**config.mk**
```make
export PLATFORM = sky130hd
export DESIGN_NAME = game_controller
export DESIGN_NICKNAME = d
export VERILOG_FILES = /design/src/rtl/game_pkg.sv /design/src/rtl/sync_rise_detect.sv /design/src/rtl/game_controller.sv
export SDC_FILE = /design/constraint.sdc
export NUM_CORES = 1
export LEC_CHECK = 0
export ABC_AREA = 1
export BUFFER_PORTS_ARGS = -buffer_cell sky130_fd_sc_hd__buf_2
export CAP_MARGIN = 0
export CELL_PAD_IN_SITES_DETAIL_PLACEMENT = 1
export CELL_PAD_IN_SITES_GLOBAL_PLACEMENT = 2
export CORE_ASPECT_RATIO = 1.1
export CORE_UTILIZATION = 35
export DETAILED_ROUTE_END_ITERATION = 8
export PLACE_DENSITY_LB_ADDON = 0.1
export SLEW_MARGIN = 20
export SYNTH_ARGS = -nofsm -noshare
export SYNTH_HDL_FRONTEND = slang
export SYNTH_HIERARCHICAL = 1
export SYNTH_SLANG_ARGS = --single-unit
```
**constraint.sdc**
```tcl
create_clock -name clk -period 5.1 [get_ports clk]
set_input_delay 1.02 -clock clk [delete_from_list [all_inputs] [get_ports clk]]
set_output_delay 1.02 -clock clk [all_outputs]
set_load 0.03 [all_outputs]
```
**src/rtl/game_pkg.sv**
```systemverilog
// Shared types, field widths and the key-to-step helper for the chase game.
package game_pkg;

  localparam int unsigned X_W    = 6;
  localparam int unsigned Y_W    = 5;
  localparam int unsigned TYPE_W = 2;
  localparam int unsigned OBJ_W  = TYPE_W + X_W + Y_W;

  // Object type codes as stored in the top bits of an object RAM entry
  localparam logic [TYPE_W-1:0] TYPE_HIDDEN = 2'd0;
  localparam logic [TYPE_W-1:0] TYPE_MAN    = 2'd1;
  localparam logic [TYPE_W-1:0] TYPE_CHASER = 2'd2;
  localparam logic [TYPE_W-1:0] TYPE_CAUGHT = 2'd3;

  localparam logic [2:0] SLOT_MAN = 3'd0;
  localparam logic [2:0] SLOT_CHS = 3'd1;

  // Bit positions inside one actor's key nibble
  localparam int unsigned KEY_UP = 0;
  localparam int unsigned KEY_DN = 1;
  localparam int unsigned KEY_LT = 2;
  localparam int unsigned KEY_RT = 3;

  typedef enum logic [1:0] {
    StIdle,
    StUpdate,
    StWrite
  } state_e;

  typedef struct packed {
    logic [X_W-1:0] x;
    logic [Y_W-1:0] y;
  } pos_t;

  // One tile step from a key nibble: up > down > left > right, clamped at the grid edges
  function automatic pos_t step_pos(input logic [3:0]     keys,
                                    input pos_t           pos,
                                    input logic [X_W-1:0] x_max,
                                    input logic [Y_W-1:0] y_max);
    pos_t res;
    res = pos;
    if (keys[KEY_UP]) begin
      if (pos.y != '0) res.y = pos.y - Y_W'(1);
    end else if (keys[KEY_DN]) begin
      if (pos.y < y_max) res.y = pos.y + Y_W'(1);
    end else if (keys[KEY_LT]) begin
      if (pos.x != '0) res.x = pos.x - X_W'(1);
    end else if (keys[KEY_RT]) begin
      if (pos.x < x_max) res.x = pos.x + X_W'(1);
    end
    return res;
  endfunction

endpackage

```
**src/rtl/sync_rise_detect.sv**
```systemverilog
// Two-flop synchroniser for an asynchronous level, followed by a one-cycle rising-edge pulse.
module sync_rise_detect (
  input  logic clk_i,
  input  logic rst_ni,
  input  logic d_i,
  output logic pulse_o
);

  logic meta_q, sync_q, prev_q;

  // Synchroniser chain plus the delayed copy used for edge detection
  always_ff @(posedge clk_i or negedge rst_ni) begin
    if (!rst_ni) begin
      meta_q <= 1'b0;
      sync_q <= 1'b0;
      prev_q <= 1'b0;
    end else begin
      meta_q <= d_i;
      sync_q <= meta_q;
      prev_q <= sync_q;
    end
  end

  assign pulse_o = sync_q & ~prev_q;

endmodule

```
**src/rtl/game_controller.sv**
```systemverilog
// Per-frame chase game logic: moves man and chaser, detects a catch, and sweeps
// the 8-entry object RAM once per frame. Also steps the background select.
module game_controller
  import game_pkg::*;
#(
  parameter int unsigned MOVE_DIV = 8,
  parameter int unsigned X_MAX    = 39,
  parameter int unsigned Y_MAX    = 29,
  parameter int unsigned MAN_X0   = 2,
  parameter int unsigned MAN_Y0   = 2,
  parameter int unsigned CHS_X0   = 37,
  parameter int unsigned CHS_Y0   = 27
) (
  input  logic             clk,
  input  logic             reset_n,
  input  logic             iVS,
  input  logic [7:0]       iKEY,
  input  logic             change,
  output logic [1:0]       oBkg_sel,
  output logic [2:0]       oObjRam_addr,
  output logic [OBJ_W-1:0] oObjRam_data,
  output logic             oObjRam_we
);

  localparam int unsigned    CntW     = (MOVE_DIV > 1) ? $clog2(MOVE_DIV) : 1;
  localparam logic [CntW-1:0] CntLast = CntW'(MOVE_DIV - 1);
  localparam logic [X_W-1:0] XMax     = X_W'(X_MAX);
  localparam logic [Y_W-1:0] YMax     = Y_W'(Y_MAX);
  localparam pos_t           ManStart = '{x: X_W'(MAN_X0), y: Y_W'(MAN_Y0)};
  localparam pos_t           ChsStart = '{x: X_W'(CHS_X0), y: Y_W'(CHS_Y0)};

  logic vs_tick, chg_tick;
  logic [7:0] key_meta_q, key_sync_q;

  state_e           state_q, state_d;
  logic [2:0]       slot_q, slot_d;
  pos_t             man_q, man_d, chs_q, chs_d;
  logic             caught_q, caught_d;
  logic             restart_pend_q, restart_pend_d;
  logic [CntW-1:0]  frame_cnt_q, frame_cnt_d;
  logic [1:0]       bkg_q, bkg_d;
  logic [2:0]       addr_q, addr_d;
  logic [OBJ_W-1:0] data_q, data_d;
  logic             we_q, we_d;
  logic [OBJ_W-1:0] slot_data;

  sync_rise_detect u_vs_sync (
    .clk_i  (clk),
    .rst_ni (reset_n),
    .d_i    (iVS),
    .pulse_o(vs_tick)
  );

  sync_rise_detect u_chg_sync (
    .clk_i  (clk),
    .rst_ni (reset_n),
    .d_i    (change),
    .pulse_o(chg_tick)
  );

  // Key levels only need plain two-flop synchronisation
  always_ff @(posedge clk or negedge reset_n) begin
    if (!reset_n) begin
      key_meta_q <= '0;
      key_sync_q <= '0;
    end else begin
      key_meta_q <= iKEY;
      key_sync_q <= key_meta_q;
    end
  end

  // Entry presented for the slot currently being swept
  always_comb begin
    slot_data = '0;
    if (slot_q == SLOT_MAN) begin
      slot_data = {(caught_q ? TYPE_CAUGHT : TYPE_MAN), man_q};
    end else if (slot_q == SLOT_CHS) begin
      slot_data = {TYPE_CHASER, chs_q};
    end
  end

  // Next-state logic: frame update, RAM sweep and background/restart handling
  always_comb begin
    state_d        = state_q;
    slot_d         = slot_q;
    man_d          = man_q;
    chs_d          = chs_q;
    caught_d       = caught_q;
    restart_pend_d = restart_pend_q;
    frame_cnt_d    = frame_cnt_q;
    addr_d         = addr_q;
    data_d         = data_q;
    we_d           = 1'b0;
    bkg_d          = chg_tick ? bkg_q + 2'd1 : bkg_q;

    unique case (state_q)
      StIdle: begin
        if (vs_tick) state_d = StUpdate;
      end
      StUpdate: begin
        if (restart_pend_q) begin
          man_d          = ManStart;
          chs_d          = ChsStart;
          caught_d       = 1'b0;
          restart_pend_d = 1'b0;
          frame_cnt_d    = '0;
        end else if (!caught_q) begin
          if (frame_cnt_q == CntLast) begin
            frame_cnt_d = '0;
            man_d       = step_pos(key_sync_q[3:0], man_q, XMax, YMax);
            chs_d       = step_pos(key_sync_q[7:4], chs_q, XMax, YMax);
          end else begin
            frame_cnt_d = frame_cnt_q + CntW'(1);
          end
        end
        if (man_d == chs_d) caught_d = 1'b1;
        slot_d  = '0;
        state_d = StWrite;
      end
      StWrite: begin
        we_d   = 1'b1;
        addr_d = slot_q;
        data_d = slot_data;
        slot_d = slot_q + 3'd1;
        if (slot_q == 3'd7) state_d = StIdle;
      end
      default: state_d = StIdle;
    endcase

    // A change press while caught arms a restart for the next update
    if (chg_tick && caught_q) restart_pend_d = 1'b1;
  end

  // State and registered outputs; reset lands in StWrite so the RAM is initialised
  always_ff @(posedge clk or negedge reset_n) begin
    if (!reset_n) begin
      state_q        <= StWrite;
      slot_q         <= '0;
      man_q          <= ManStart;
      chs_q          <= ChsStart;
      caught_q       <= 1'b0;
      restart_pend_q <= 1'b0;
      frame_cnt_q    <= '0;
      bkg_q          <= '0;
      addr_q         <= '0;
      data_q         <= '0;
      we_q           <= 1'b0;
    end else begin
      state_q        <= state_d;
      slot_q         <= slot_d;
      man_q          <= man_d;
      chs_q          <= chs_d;
      caught_q       <= caught_d;
      restart_pend_q <= restart_pend_d;
      frame_cnt_q    <= frame_cnt_d;
      bkg_q          <= bkg_d;
      addr_q         <= addr_d;
      data_q         <= data_d;
      we_q           <= we_d;
    end
  end

  assign oBkg_sel     = bkg_q;
  assign oObjRam_addr = addr_q;
  assign oObjRam_data = data_q;
  assign oObjRam_we   = we_q;

endmodule

```
==> run metrics <==
Pwr per Cell Area 565.7 nW/um^2; clk_lat worst skew 0.34 ns; RSZ-0062 raised after global routing false; drt drc 0; maximum clock path buffer count 2; Yosys warnings 6; Worst Hold Path Cells 0; Clock Skews approximately 0.0055 ns; Crit path required time 5.34 ns; first-pass GRT wire length 21.06 mm; CP startpoint kind register; Max VDD drop 0.2614 mV; GPL Wtd Cong 0.8402; beginning of the worst hold path key_meta_q[6]; Cells after DPL roughly 770; clk sinks 73; Min-Delay Endpoint key_sync_q[6]; GRT Overall Usage 21.09%; largest net degree at the start of global routing 74; remaining global-route overflow 0; R2R Path End frame_cnt_q[2]; number of clock buffers inserted by TritonCTS 9; setup_tns 0 ns; top-level I/O count 31; Post-Synthesis Cells 597; worst rel slew slack 35.38%; Slew Limit Fails 0; Hold Crit Class register to register; design area between 5000 and 6000 sq um; Net Switching 1.349 mW; share of layout cells above drive strength 1 16.27%; nets 653; final hold vios 0; post-synthesis instance area 4499 sq um; vias between 3000 and 4000; Placed Instance Area 4772 sq um; Total Wirelength 12.67 mm; clock transition at the registers of the reported paths ~0.060 ns; crit-path cells inv_1 > ha_1 > inv_1 > nor2_1 > nand3_1 > o21ai_0; final-layout fill cell count 1592; peak fanout along the critical path 30; post-route setup slack 2.639 ns; CP arrival 2.70 ns; CTS root buf clkbuf_16; Pre-antenna DRT Iters 4; Resize count post-CTS 0; Reg power frac 32.5%; Pwr Total 2.854 mW; remaining antenna violation count 0; P&R area growth vs syn 12.12%; vias in the first global route 4149; cell mode on critical path inv_1; Iter 0 DRT Violations between 100 and 150; pre-CTS setup slack 2.631 ns; starting density of the core 35.74%; CP peak stage delay approximately 0.80 ns; Final Core Density between 40 and 50%; r2r setup slk 2.64 ns; Setup Viol. Count Final 0; non-filler cells, final a little under 800; cell internal pwr 1.505 mW; initial antenna violation count 0; DIE HEIGHT 120.9 um; H-tree depth 3; Rows 43; Mean Syn Cell Area 7.537 sq um; Synth cell types 34; Synthesized Nets about 630; Hold Buf Count CTS 0; sw frac 47.26%; Pleak 2.504 nW; fmax between 0.4 and 0.5 GHz; Final HPWL DP 9.415 mm; Worst-Margin Slew 0.9693 ns; min cycle time layout 2.461 ns; Comb pwr share 46.9%; final worst path period share 48.25%; Clock Power Share 20.5%; WHS 0.3462 ns; reg2reg path depth 6; routed length per instance 16.16 um; max_cap viols 0; post-synthesis sequential area ratio 40.88%; critical path class register to register; crit end category register; CTS tree done; status completed; IO buf count 30; die width 110.1 um; Worst R2R Start state_q[1]; Post CTS Setup Buffer Count 0; Crit-path slowest cell ha_1; # diodes 0; Seq cells post-synth 73; Core Region 12590 sq um; full die area around 13000 sq um; via-per-instance ratio 5.098
[worst max-delay path by stage]
stage / start / endpoint
floorplan: frame_cnt_q[0] / caught_q
global placement: state_q[1] / frame_cnt_q[0]
detailed placement: state_q[1] / frame_cnt_q[2]
CTS: state_q[1] / frame_cnt_q[2]
global route: state_q[1] / frame_cnt_q[1]
finish: state_q[1] / frame_cnt_q[2]
[cell families (layout without fill, tap and decap cells)]
group                    after synthesis  in the layout  synth area share [%]
adder cells (fa/ha/maj)               19             19                 5.284
XOR/XNOR                              10             10                 1.947
AO/OA/AOI/OAI                         76             76                 9.872
buffers and inverters                 92            122                 8.092
AND/OR/NAND/NOR                      327            327                 33.93
flip-flops                            73             73                 40.88
[cells in the final DEF (no fill, tap or decap), types with 7 or more instances in the layout]
master     netlist  final
a21oi_1         17     17
buf_2            4     29
clkbuf_16        0      9
dfrtp_1         63     63
dfstp_2         10     10
ha_1            19     19
inv_1           62     62
inv_2           12     12
nand2_1        173    173
nand3_1         73     73
nand4_1         15     15
nor2_1          36     36
nor2_2           7      7
o21ai_0         38     38
o221ai_1        11     11
xor2_1           9      9
[power by group through the flow]
stage | Combinational (mW) | Sequential [mW] | Clock [mW]
3_3_place_gp | 1.32 | 0.934 | 0
4_1_cts | 1.36 | 0.932 | 0.606
5_1_grt | 1.53 | 0.957 | 0.628
6_report | 1.34 | 0.928 | 0.586
2_1_floorplan | 0.953 | 0.963 | 0
3_5_place_dp | 1.35 | 0.941 | 0
[synth_stat cells, drive strengths merged]
| library cell | number | share of area [%] |
|---|---|---|
| ha | 19 | 5.3 |
| o22ai | 2 | 0.28 |
| dfrtp | 63 | 35 |
| o21ai | 40 | 4.4 |
| clkbuf | 8 | 0.67 |
| a21boi | 1 | 0.17 |
| dfstp | 10 | 5.8 |
| a21oi | 19 | 2.3 |
| nor2 | 50 | 6.1 |
| inv | 75 | 6.3 |
| buf | 8 | 1.0 |
| nand3 | 79 | 9.5 |
| o21bai | 1 | 0.25 |
| clkinv | 1 | 0.083 |
| o211ai | 1 | 0.17 |
| nand4 | 15 | 2.1 |
| xor2 | 9 | 1.8 |
| xnor2 | 1 | 0.19 |
| a31oi | 1 | 0.14 |
| nand2 | 183 | 16 |
| o221ai | 11 | 2.1 |
[worst max-delay path: cells and delay by family (launching register included)]
kind / cells / cell delay (ns)
AND/OR/NAND/NOR: 2 / 0.42
flip-flops: 1 / 0.38
buffers and inverters: 2 / 0.63
AO/OA/AOI/OAI: 1 / 0.13
adder cells (fa/ha/maj): 1 / 0.80
[layout make-up]
class,count,area (sq um),share of cell area (%)
clock buffers,9,225.2,4.464
well taps,157,196.4,3.894
clock inverters,7,47.55,0.9425
repair buffers,30,152.6,3.026
flip-flops and latches,73,1839,36.46
inverters,76,287.8,5.704
multi-input cells,432,2296,45.51
[registers in the layout, summed over array words and instances, names as in the netlist, 3 cells and up]
signal	cells
chs_q	11
oObjRam_addr	3
oObjRam_data	13
frame_cnt_q	3
key_sync_q	8
man_q	11
key_meta_q	8
slot_q	3
[layer usage]
metal	part of all wire [%]	vias up	track usage (%)
met3	1.9	11	2.739
met2	52	45	37.15
met1	45	1951	26.03
met4	1.6	0	7.566
met5	0	-	0
li1	-	1990	-
(Power assumes the default switching activity.)
